`config.mk`:
```
export PLATFORM = sky130hd
export DESIGN_NAME = shift_reg_universal
export DESIGN_NICKNAME = d
export VERILOG_FILES = /design/src/rtl/shift_reg_pkg.sv /design/src/rtl/shift_reg_universal_frame_counter.sv /design/src/rtl/shift_reg_universal.sv
export SDC_FILE = /design/constraint.sdc
export NUM_CORES = 1
export LEC_CHECK = 0
export CAP_MARGIN = 15
export CORE_MARGIN = 1
export CORE_UTILIZATION = 37
export DETAILED_ROUTE_END_ITERATION = 10
export PLACE_DENSITY = 0.8
export SLEW_MARGIN = 20
export SYNTH_ARGS = -nofsm -noshare
export SYNTH_HDL_FRONTEND = slang
export SYNTH_SLANG_ARGS = --single-unit
export TNS_END_PERCENT = 50
```
`constraint.sdc`:
```
create_clock -name clk -period 1.4 [get_ports clk]
set_clock_uncertainty 0.15 [all_clocks]
set_input_delay 0.21 -clock clk [delete_from_list [all_inputs] [get_ports clk]]
set_output_delay 0.21 -clock clk [all_outputs]
set_load 0.01 [all_outputs]
```
`src/rtl/shift_reg_pkg.sv`:
```
// Shared types and helpers for the universal shift register.
package shift_reg_pkg;

    typedef enum logic [1:0] {
        MODE_HOLD = 2'd0,
        MODE_SHL  = 2'd1,
        MODE_SHR  = 2'd2,
        MODE_LOAD = 2'd3
    } shift_mode_t;

    // Counter must represent 0..width so the wrap point is observable in width.
    function automatic int cnt_width(input int width);
        return $clog2(width + 1);
    endfunction

endpackage

```
`src/rtl/shift_reg_universal_frame_counter.sv`:
```
// Frame counter: counts shifts, wraps at WIDTH and pulses done for one cycle on the wrap.
module shift_frame_counter
    import shift_reg_pkg::*;
#(
    parameter int WIDTH = 8
) (
    input  logic                        clk,
    input  logic                        reset,
    input  logic                        inc,
    input  logic                        clr,
    output logic [cnt_width(WIDTH)-1:0] cnt,
    output logic                        done
);

    localparam int CW = cnt_width(WIDTH);
    localparam logic [CW-1:0] LAST = CW'(WIDTH - 1);

    always_ff @(posedge clk) begin
        if (reset) begin
            cnt  <= '0;
            done <= 1'b0;
        end else begin
            done <= 1'b0;
            if (clr) begin
                cnt <= '0;
            end else if (inc) begin
                if (cnt == LAST) begin
                    cnt  <= '0;
                    done <= 1'b1;
                end else begin
                    cnt <= cnt + CW'(1);
                end
            end
        end
    end

endmodule

```
`src/rtl/shift_reg_universal.sv`:
```
// Universal shift register: hold / shift-left / shift-right / parallel load with frame pulse.
// Optional macro SHIFT_REG_ROTATE_EN adds a `rotate` input that recirculates the end bits.
module shift_reg_universal
    import shift_reg_pkg::*;
#(
    parameter int               WIDTH     = 8,
    parameter logic [WIDTH-1:0] RESET_VAL = '0
) (
    input  logic                        clk,
    input  logic                        reset,
    input  logic                        en,
    input  logic [1:0]                  mode,
    input  logic                        sdi_r,
    input  logic                        sdi_l,
`ifdef SHIFT_REG_ROTATE_EN
    input  logic                        rotate,
`endif
    input  logic [WIDTH-1:0]            pdi,
    output logic [WIDTH-1:0]            pdo,
    output logic                        sdo_msb,
    output logic                        sdo_lsb,
    output logic [cnt_width(WIDTH)-1:0] shift_cnt,
    output logic                        frame_done
);

    shift_mode_t      mode_e;
    logic             rot;
    logic             shl_bit;
    logic             shr_bit;
    logic             is_shift;
    logic             is_load;
    logic [WIDTH-1:0] pdo_next;

    assign mode_e = shift_mode_t'(mode);

`ifdef SHIFT_REG_ROTATE_EN
    assign rot = rotate;
`else
    assign rot = 1'b0;
`endif

    assign shl_bit  = rot ? pdo[WIDTH-1] : sdi_r;
    assign shr_bit  = rot ? pdo[0]       : sdi_l;
    assign is_shift = en && (mode_e == MODE_SHL || mode_e == MODE_SHR);
    assign is_load  = en && (mode_e == MODE_LOAD);

    always_comb begin
        pdo_next = pdo;
        if (en) begin
            unique case (mode_e)
                MODE_SHL:  pdo_next = {pdo[WIDTH-2:0], shl_bit};
                MODE_SHR:  pdo_next = {shr_bit, pdo[WIDTH-1:1]};
                MODE_LOAD: pdo_next = pdi;
                default:   pdo_next = pdo;
            endcase
        end
    end

    always_ff @(posedge clk) begin
        if (reset) begin
            pdo <= RESET_VAL;
        end else begin
            pdo <= pdo_next;
        end
    end

    assign sdo_msb = pdo[WIDTH-1];
    assign sdo_lsb = pdo[0];

    shift_frame_counter #(
        .WIDTH(WIDTH)
    ) u_frame_counter (
        .clk   (clk),
        .reset (reset),
        .inc   (is_shift),
        .clr   (is_load),
        .cnt   (shift_cnt),
        .done  (frame_done)
    );

endmodule
```
After elaboration in Yosys (flattened, before gate mapping)
Cells that the tools add are included.
{"block": "classes", "addsub": 1, "eq_ne": 4, "n_mux": 3, "bitwise": 1, "reduce_logical": 7}
{"operator": "8-bit case mux with 3 select lines", "count": 1}
{"operator": "4-bit by 1-bit adder with 4-bit output, second input constant", "count": 1}
{"operator": "2-bit equality test, second input constant", "count": 2}
{"operator": "4-bit by 3-bit equality test with 1-bit output, second input constant", "count": 1}
{"operator": "4-bit two-way mux", "count": 1}
{"operator": "3-bit nonzero test", "count": 1}
{"operator": "3-bit OR reduction", "count": 1}
{"operator": "2-bit by 1-bit equality test with 1-bit output, second input constant", "count": 1}
{"operator": "1-bit logical AND", "count": 2}
{"operator": "2-bit AND reduction", "count": 1}
{"operator": "2-bit OR reduction", "count": 1}
{"operator": "1-bit logical OR", "count": 1}
{"operator": "1-bit two-way mux", "count": 1}
{"operator": "1-bit inverter", "count": 1}
{"block": "totals", "ff_bits": 13, "input_bits": 15, "output_inout_bits": 15}

Logic depth before layout (Yosys ltp)
Gate-level depths: netlist of the first run.
{"block": "depth", "word_depth": 5, "ltp_mapped": 7, "mapped_depth_nobuf": 5}

Modules after synthesis
A second synthesis of the first run with hierarchy kept.
{"block": "unflattened", "cells_unflattened": 77, "hier_area_um2": 742.0}
{"module": "shift_reg_universal", "n_inst": 1, "cells_each": 56, "area_each_um2": 500.5}
{"module": "shift_frame_counter", "n_inst": 1, "cells_each": 21, "area_each_um2": 241.5}

Worst setup path after synthesis of the first run
Ideal clock, no wire load.
{"block": "synth_path", "path_kind": "in2reg", "start": "input port mode[0]", "end": "register pdo[5]", "setup_ns": 0.088, "arrival_ns": 1.103, "required_ns": 1.162, "path_slack_ns": 0.058, "cell_stages": 6, "cell_sequence": "inv_1 ha_1 buf_2 nor2_2 nand2_1 a311oi_2"}
{"block": "synth_via", "elab_chain_len": 3, "word_cells_on_any_way": 6, "cone_classes": "3 x eq/ne; 1 x mux; 2 x reduce/logical"}
{"item": "from (decl)", "line_no": "shift_reg_universal.sv:12", "source": "input logic [1:0] mode,"}
{"item": "2-bit by 1-bit equality test with 1-bit output or 2-bit equality test (tied branches)", "line_no": "shift_reg_universal.sv:50", "source": "unique case (mode_e)"}
{"item": "3-bit nonzero test (no line)"}
{"item": "2-bit AND reduction (no line)"}
{"item": "to (signal assigned)", "line_no": "shift_reg_universal.sv:63", "source": "pdo <= pdo_next;"}
{"item": "to (decl)", "line_no": "shift_reg_universal.sv:19", "source": "output logic [WIDTH-1:0] pdo,"}
Several ways; a longest one is shown, not always the timed one.
A chain may end at the register's enable or synchronous reset.

Worst setup path after layout of the first run
{"block": "layout_path", "start": "input port mode[0]", "end": "register pdo[2]"}
Same word-level chain as after synthesis.

==> results.cfg, run 1 <==
[worst_setup_path]
r2r_slack_ps = 190
critPathRequiredTime_ps = 1440
crit_arrival_ps = 1370
cp-start-kind = input port
reg2reg_depth = 4
endpoint_kind = flop
critPathMaxFanout = 4
r2r_start = u_frame_counter.cnt[1]$_SDFFE_PP0P_
path_class = input port to flop
timing.rr.end = u_frame_counter.cnt[2]$_SDFFE_PP0P_

[global_route]
grt_overflow = 0
grt_pass1_wl_um = 2691
grt_antenna_before_repair = 0
grt_max_degree = 13
grt_pass1_vias = 636
grt_usage = 0.1787

[yosys]
yosys_warnings = 0
async_reset_ff_frac = 0
synth_edf_count = 0
syn_area_um2 = 714.4
syn_avg_cell_area_um2 = 8.820
ys_types = 23
synthCells = 81
synth_flop_cell = dfxtp_1
yosys-top-cells-area = dfxtp_1 36%, a22oi_1 9.5%, a311oi_1 7.4%
synth.top_cell.area_share = 0.3643
synth_seq_area_share = 0.3643
yosysTopAreaCell = dfxtp_1
synth_most_common_cell = dfxtp_1
synth_commonest_cells = 13 x dfxtp_1, 11 x nand2_1, 9 x a22oi_1
ys_ff_latch = 13
syn_nets = 100

[power]
ir_drop_uv = 604.7
power_density_nw_per_um2 = 787.8
p_leak_nw = 0.4884

[route]
totalWireLength_um = 1755
drcViolationCount = 0
vias = 754
firstDrtPassIters = 4
vias_per_cell = 5.236
drt_iter0_markers = 20
wl_per_cell_um = 12.19
antenna_left = 0

[sta]
tightest_slew_ps = 230.1
setup_slack_ps = 66.28
max_freq_ghz = 0.7498
timing_hold_violations_final = 0
relSlewSlack = 0.8444
period_share = 0.9527
rsz0062_at_grt = no
slew_viol_final = 0
fin_crit_ps = 1334
final-setup-viol-count = 0

[placed_design]
place_ws_ps = -445.0
place_congestion = 0.7837
port_buffers = 29
hpwl_um = 1295
place_area_um2 = 1067

[clock_tree]
cts_tree = yes
h-tree-depth = 1
cts.sinks = 13
clock_tree.root_cell = clkbuf_4
numCtsBuffers = 3
cts.clk_slew.worst_paths_ps = 80
worstSkewPairLatency_ps = 280
cts_buffer_depth = 2

[floorplan]
die-width_um = 45.94
start_util = 0.4050
fp.dieH_um = 45.94
dieArea_um2 = 2110
rows = 15
pin_count = 30
coreArea_um2 = 1764

[job]
max_cap_viol_count = 0

[cells_and_area]
layout.nets = 139
syn_to_final_growth_pct = 55.69
antennaDiodeCount = 0
drive_above_1_share = 0.2185
design_area_um2 = 1112

[hold_path]
holdPathEnd = u_frame_counter.cnt[3]$_SDFFE_PP0P_
hold_start = en
whs_path_depth = 3
hp-class = input port to flop

[run_status]
outcome = complete, no violations
stage by stage:
step | total power, mW | hold slack [ps] | util | cells | TNS [ps]
global placement | 0.6498 | 349.5 | 0.6050 | 138 | -4699
detailed placement | 0.6551 | 352.6 | 0.6050 | 138 | -5244
finish | 0.8763 | 307.8 | 0.6305 | 144 | 0
global route | 0.9297 | 333.4 | 0.6305 | 144 | 0
floorplan | 0.5316 | 132.1 | - | 81 | 0
CTS | 0.8798 | 272.3 | 0.6241 | 144 | 0
flip-flops by register name, summed over array words and instances (netlist names):
signal / cells
u_frame_counter.done: 1
pdo: 8
u_frame_counter.cnt: 4
kinds of logic after synthesis:
group                    count (synthesis)  share of synthesized area
adder cells (fa/ha/maj)                  4                    0.07006
flip-flops                              13                     0.3643
AND/OR/NAND/NOR                         27                     0.1822
buffers and inverters                   11                    0.09981
AO/OA/AOI/OAI                           26                     0.2837
layout make-up:
class                      instances  area (um2)
fill                             157       651.9
multi-input combinational         57       395.4
timing repair buffer              41       381.6
sequential                        13       262.8
tap                               25       31.28
clock buffer                       4       26.28
inverter                           4       15.01
report_power, final:
part           switching, mW  internal [mW]
logic                  0.105          0.129
clock network          0.124          0.110
registers             0.0171          0.391
worst max-delay path by stage:
| stage | start | slack, ps | endpoint |
|---|---|---|---|
| final | mode[0] | 70 | pdo[2]$_SDFFE_PP0P_ |
| after global routing | mode[0] | 20 | pdo[2]$_SDFFE_PP0P_ |
| after CTS | u_frame_counter.cnt[2]$_SDFFE_PP0P_ | 80 | shift_cnt[2] |
| after detailed placement | mode[0] | -440 | pdo[0]$_SDFFE_PP0P_ |
| after global placement | mode[0] | -390 | pdo[0]$_SDFFE_PP0P_ |
| after floorplan | mode[0] | 60 | pdo[5]$_SDFFE_PP0P_ |
worst max-delay path: stages:
cell	delay, ps
dlygate4sd2_1	250
inv_1	80
ha_2	200
nor2b_4	50
clkdlybuf4s15_2	230
buf_4	150
a311oi_1	200
what timing repair did:
action,4_1_cts,5_1_grt
hold buffers,0,0
gates resized for setup,23,3
setup buffers,1,0
setup endpoints to repair,28,2
cloned,1,0
pin swaps,1,0
per-layer routing:
metal	share of wire	GRT usage	routed length (um)	up-vias
li1	-	-	-	371
met1	0.46	0.2220	799	350
met2	0.47	0.2958	829	29
met3	0.063	0.06349	110	4
met4	0.0085	0.03529	15	0
met5	0	0	0	-
placed cells by master, fill, tap and decap left out, drive strengths merged:
cell           instances
buf                   11
ha                     4
nor4b                  1
and3b                  1
dlygate4sd2           18
clkdlybuf4s50         11
a311oi                 8
nand3b                 1
a21oi                  4
nor2b                  1
clkbuf                 4
dfxtp                 13
clkdlybuf4s15          1
nand2                 11
nand3                  1
o21a                   2
nor2                  10
inv                    4
nor4                   1
o21ai                  2
o211ai                 1
a22oi                  9
Power figures use the tool's default switching activity.
==> inputs of run 2 (changes only) <==
ABC_AREA = 1   (was not set)
CORE_UTILIZATION = 38   (was 37)
PLACE_DENSITY = 0.79   (was 0.8)
SLEW_MARGIN = not set   (was 20)
==> results.cfg, run 2 <==
[worst_setup_path]
path_delay_family = flip-flops
critPathMaxFanout = 4
cp_slowest_cell = dfxtp_1
crit_path_start = pdo[1]$_SDFFE_PP0P_
timing.rr.end = u_frame_counter.cnt[3]$_SDFFE_PP0P_
crit_arrival_ps = 950
worst-path-buf-inv = 1
r2r_start = u_frame_counter.cnt[0]$_SDFFE_PP0P_
r2r_slack_ps = 210
path_cells = dlygate4sd2_1
reg2reg_depth = 5
cpPeakStageDelay_ps = 380
critPathRequiredTime_ps = 1040
path_class = flop to output port
cp-start-kind = flop
endpoint_kind = output port

[global_route]
grt_max_degree = 17
grt_pass1_vias = 743
grt_overflow = 0
grt_pass1_wl_um = 2904
grt_usage = 0.1829
grt_antenna_before_repair = 0

[floorplan]
coreArea_um2 = 1962
rows = 16
start_util = 0.4018
dieArea_um2 = 2261
die-width_um = 47.55
pin_count = 30
fp.dieH_um = 47.55

[sta]
rsz0062_at_grt = no
slew_viol_final = 0
relSlewSlack = 0.8640
final-setup-viol-count = 0
period_share = 0.9349
tns_ps = 0
tightest_slew_ps = 204.1
timing_hold_violations_final = 0
hold_slack_ps = 369.7
setup_slack_ps = 91.14
max_freq_ghz = 0.7640
fin_crit_ps = 1309

[clock_tree]
clock_tree.root_cell = clkbuf_4
cts.sinks = 13
cts_tree = yes
numCtsBuffers = 3
cts.clk_slew.worst_paths_ps = 80
worstSkewPairLatency_ps = 280
ctsHoldBuffers = 0
h-tree-depth = 1
cts_buffer_depth = 2

[power]
report.power.total_uw = 869.1
p_int_uw = 616.7
seq_power_share = 0.470
comb_power_share = 0.261
ir_drop_uv = 456.0
power_density_nw_per_um2 = 770.1
net-switching-power_uw = 252.4
p_sw_frac = 0.2904
p_clk_frac = 0.269
p_leak_nw = 0.5429

[placed_design]
place_area_um2 = 1095
place_ws_ps = -469.4
hpwl_um = 1517
place_congestion = 0.8176
port_buffers = 29
place_inst = 175

[job]
max_cap_viol_count = 0

[cells_and_area]
top_register = pdo
fin_util = 0.5753
layout.nets = 173
largest_reg_flops = 8
syn_to_final_growth_pct = 43.17
design_area_um2 = 1129
reg.largest.list = pdo (8), u_frame_counter.cnt (4), u_frame_counter.done (1)
drive_above_1_share = 0.1569
antennaDiodeCount = 0
final_common_cell = nand2_1
final_cell_mix = 26 x nand2_1, 21 x nor2_1, 17 x dlygate4sd2_1
final_cells = 180

[hold_path]
whs_path_depth = 2
hp-class = flop to flop
hold_start = u_frame_counter.cnt[1]$_SDFFE_PP0P_
holdPathEnd = u_frame_counter.cnt[1]$_SDFFE_PP0P_

[route]
drcViolationCount = 0
antenna_left = 0
drt_iter0_markers = 10
vias = 835
wl_per_cell_um = 10.52
firstDrtPassIters = 4
totalWireLength_um = 1893
vias_per_cell = 4.639

[yosys]
synth.top_cell.area_share = 0.3302
synth_flop_cell = dfxtp_1
yosysTopAreaCell = dfxtp_1
yosys_warnings = 0
ys_types = 16
syn_area_um2 = 788.3
syn_nets = 140
async_reset_ff_frac = 0
synth_commonest_cells = 26 x nand2_1, 21 x nor2_1, 15 x inv_1
synth_edf_count = 0
syn_avg_cell_area_um2 = 6.515
synth_most_common_cell = nand2_1
ys_ff_latch = 13
yosys-top-cells-area = dfxtp_1 33%, nand2_1 12%, nor2_1 10%
synthCells = 121
synth_seq_area_share = 0.3302

[run_status]
outcome = complete, no violations
## run 2: cell count changes in the layout (fill, tap and decap cells not counted), moves of 6 or more
cell,change
nand3_1,+11
o21ai_0,+6
a22oi_1,-9
a311oi_1,-6
nand2_1,+15
inv_1,+10
nor2_1,+14
## run 2: worst max path at each step
stage	to	slack, ps	cells after the start
after CTS	pdo[1]	80	1
after floorplan	pdo[7]$_SDFFE_PP0P_	100	8
after global placement	pdo[4]$_SDFFE_PP0P_	-400	7
after global routing	pdo[4]$_SDFFE_PP0P_	20	7
after detailed placement	pdo[4]$_SDFFE_PP0P_	-470	7
final	pdo[1]	90	1
## run 2: layer usage
layer	up-vias	routed length [um]	GRT usage
li1	431	-	-
met1	371	763	0.1886
met2	31	956	0.3534
met3	2	157	0.04528
met4	0	15	0.06667
met5	-	0	0
## run 2: area by class of cell
| cell class | count | area, um2 |
|---|---|---|
| Tap cell | 27 | 33.78 |
| Multi-Input combinational cell | 85 | 424.2 |
| Inverter | 17 | 63.81 |
| Sequential cell | 13 | 261.5 |
| Clock buffer | 4 | 26.28 |
| Fill cell | 215 | 833.3 |
| Timing Repair Buffer | 34 | 319.1 |
## run 2: power groups by stage
stage                     registers, mW  clock network (mW)  logic (mW)
after CTS                         0.409               0.242       0.230
final                             0.409               0.234       0.227
after detailed placement          0.419                   0       0.235
after global routing              0.413               0.259       0.254
after global placement            0.418                   0       0.230
after floorplan                   0.427                   0       0.119
## run 2: cells by family (layout without fill, tap and decap cells)
logic type,count (synthesis),count (layout),synth area share
compound gates,12,12,0.07937
fa+ha+maj,4,4,0.06349
buf+inv,23,55,0.1413
flops,13,13,0.3302
simple gates,69,69,0.3857
## run 2: worst min-delay path, cell delays in order (launching register included)
cell and delay (ps):
dfxtp_1 340, nand2_1 70, a21oi_1 60
## run 2: timing repair
action	in CTS	in global routing
buffers inserted	1	0
gates resized for setup	22	0
setup endpoints to repair	28	0
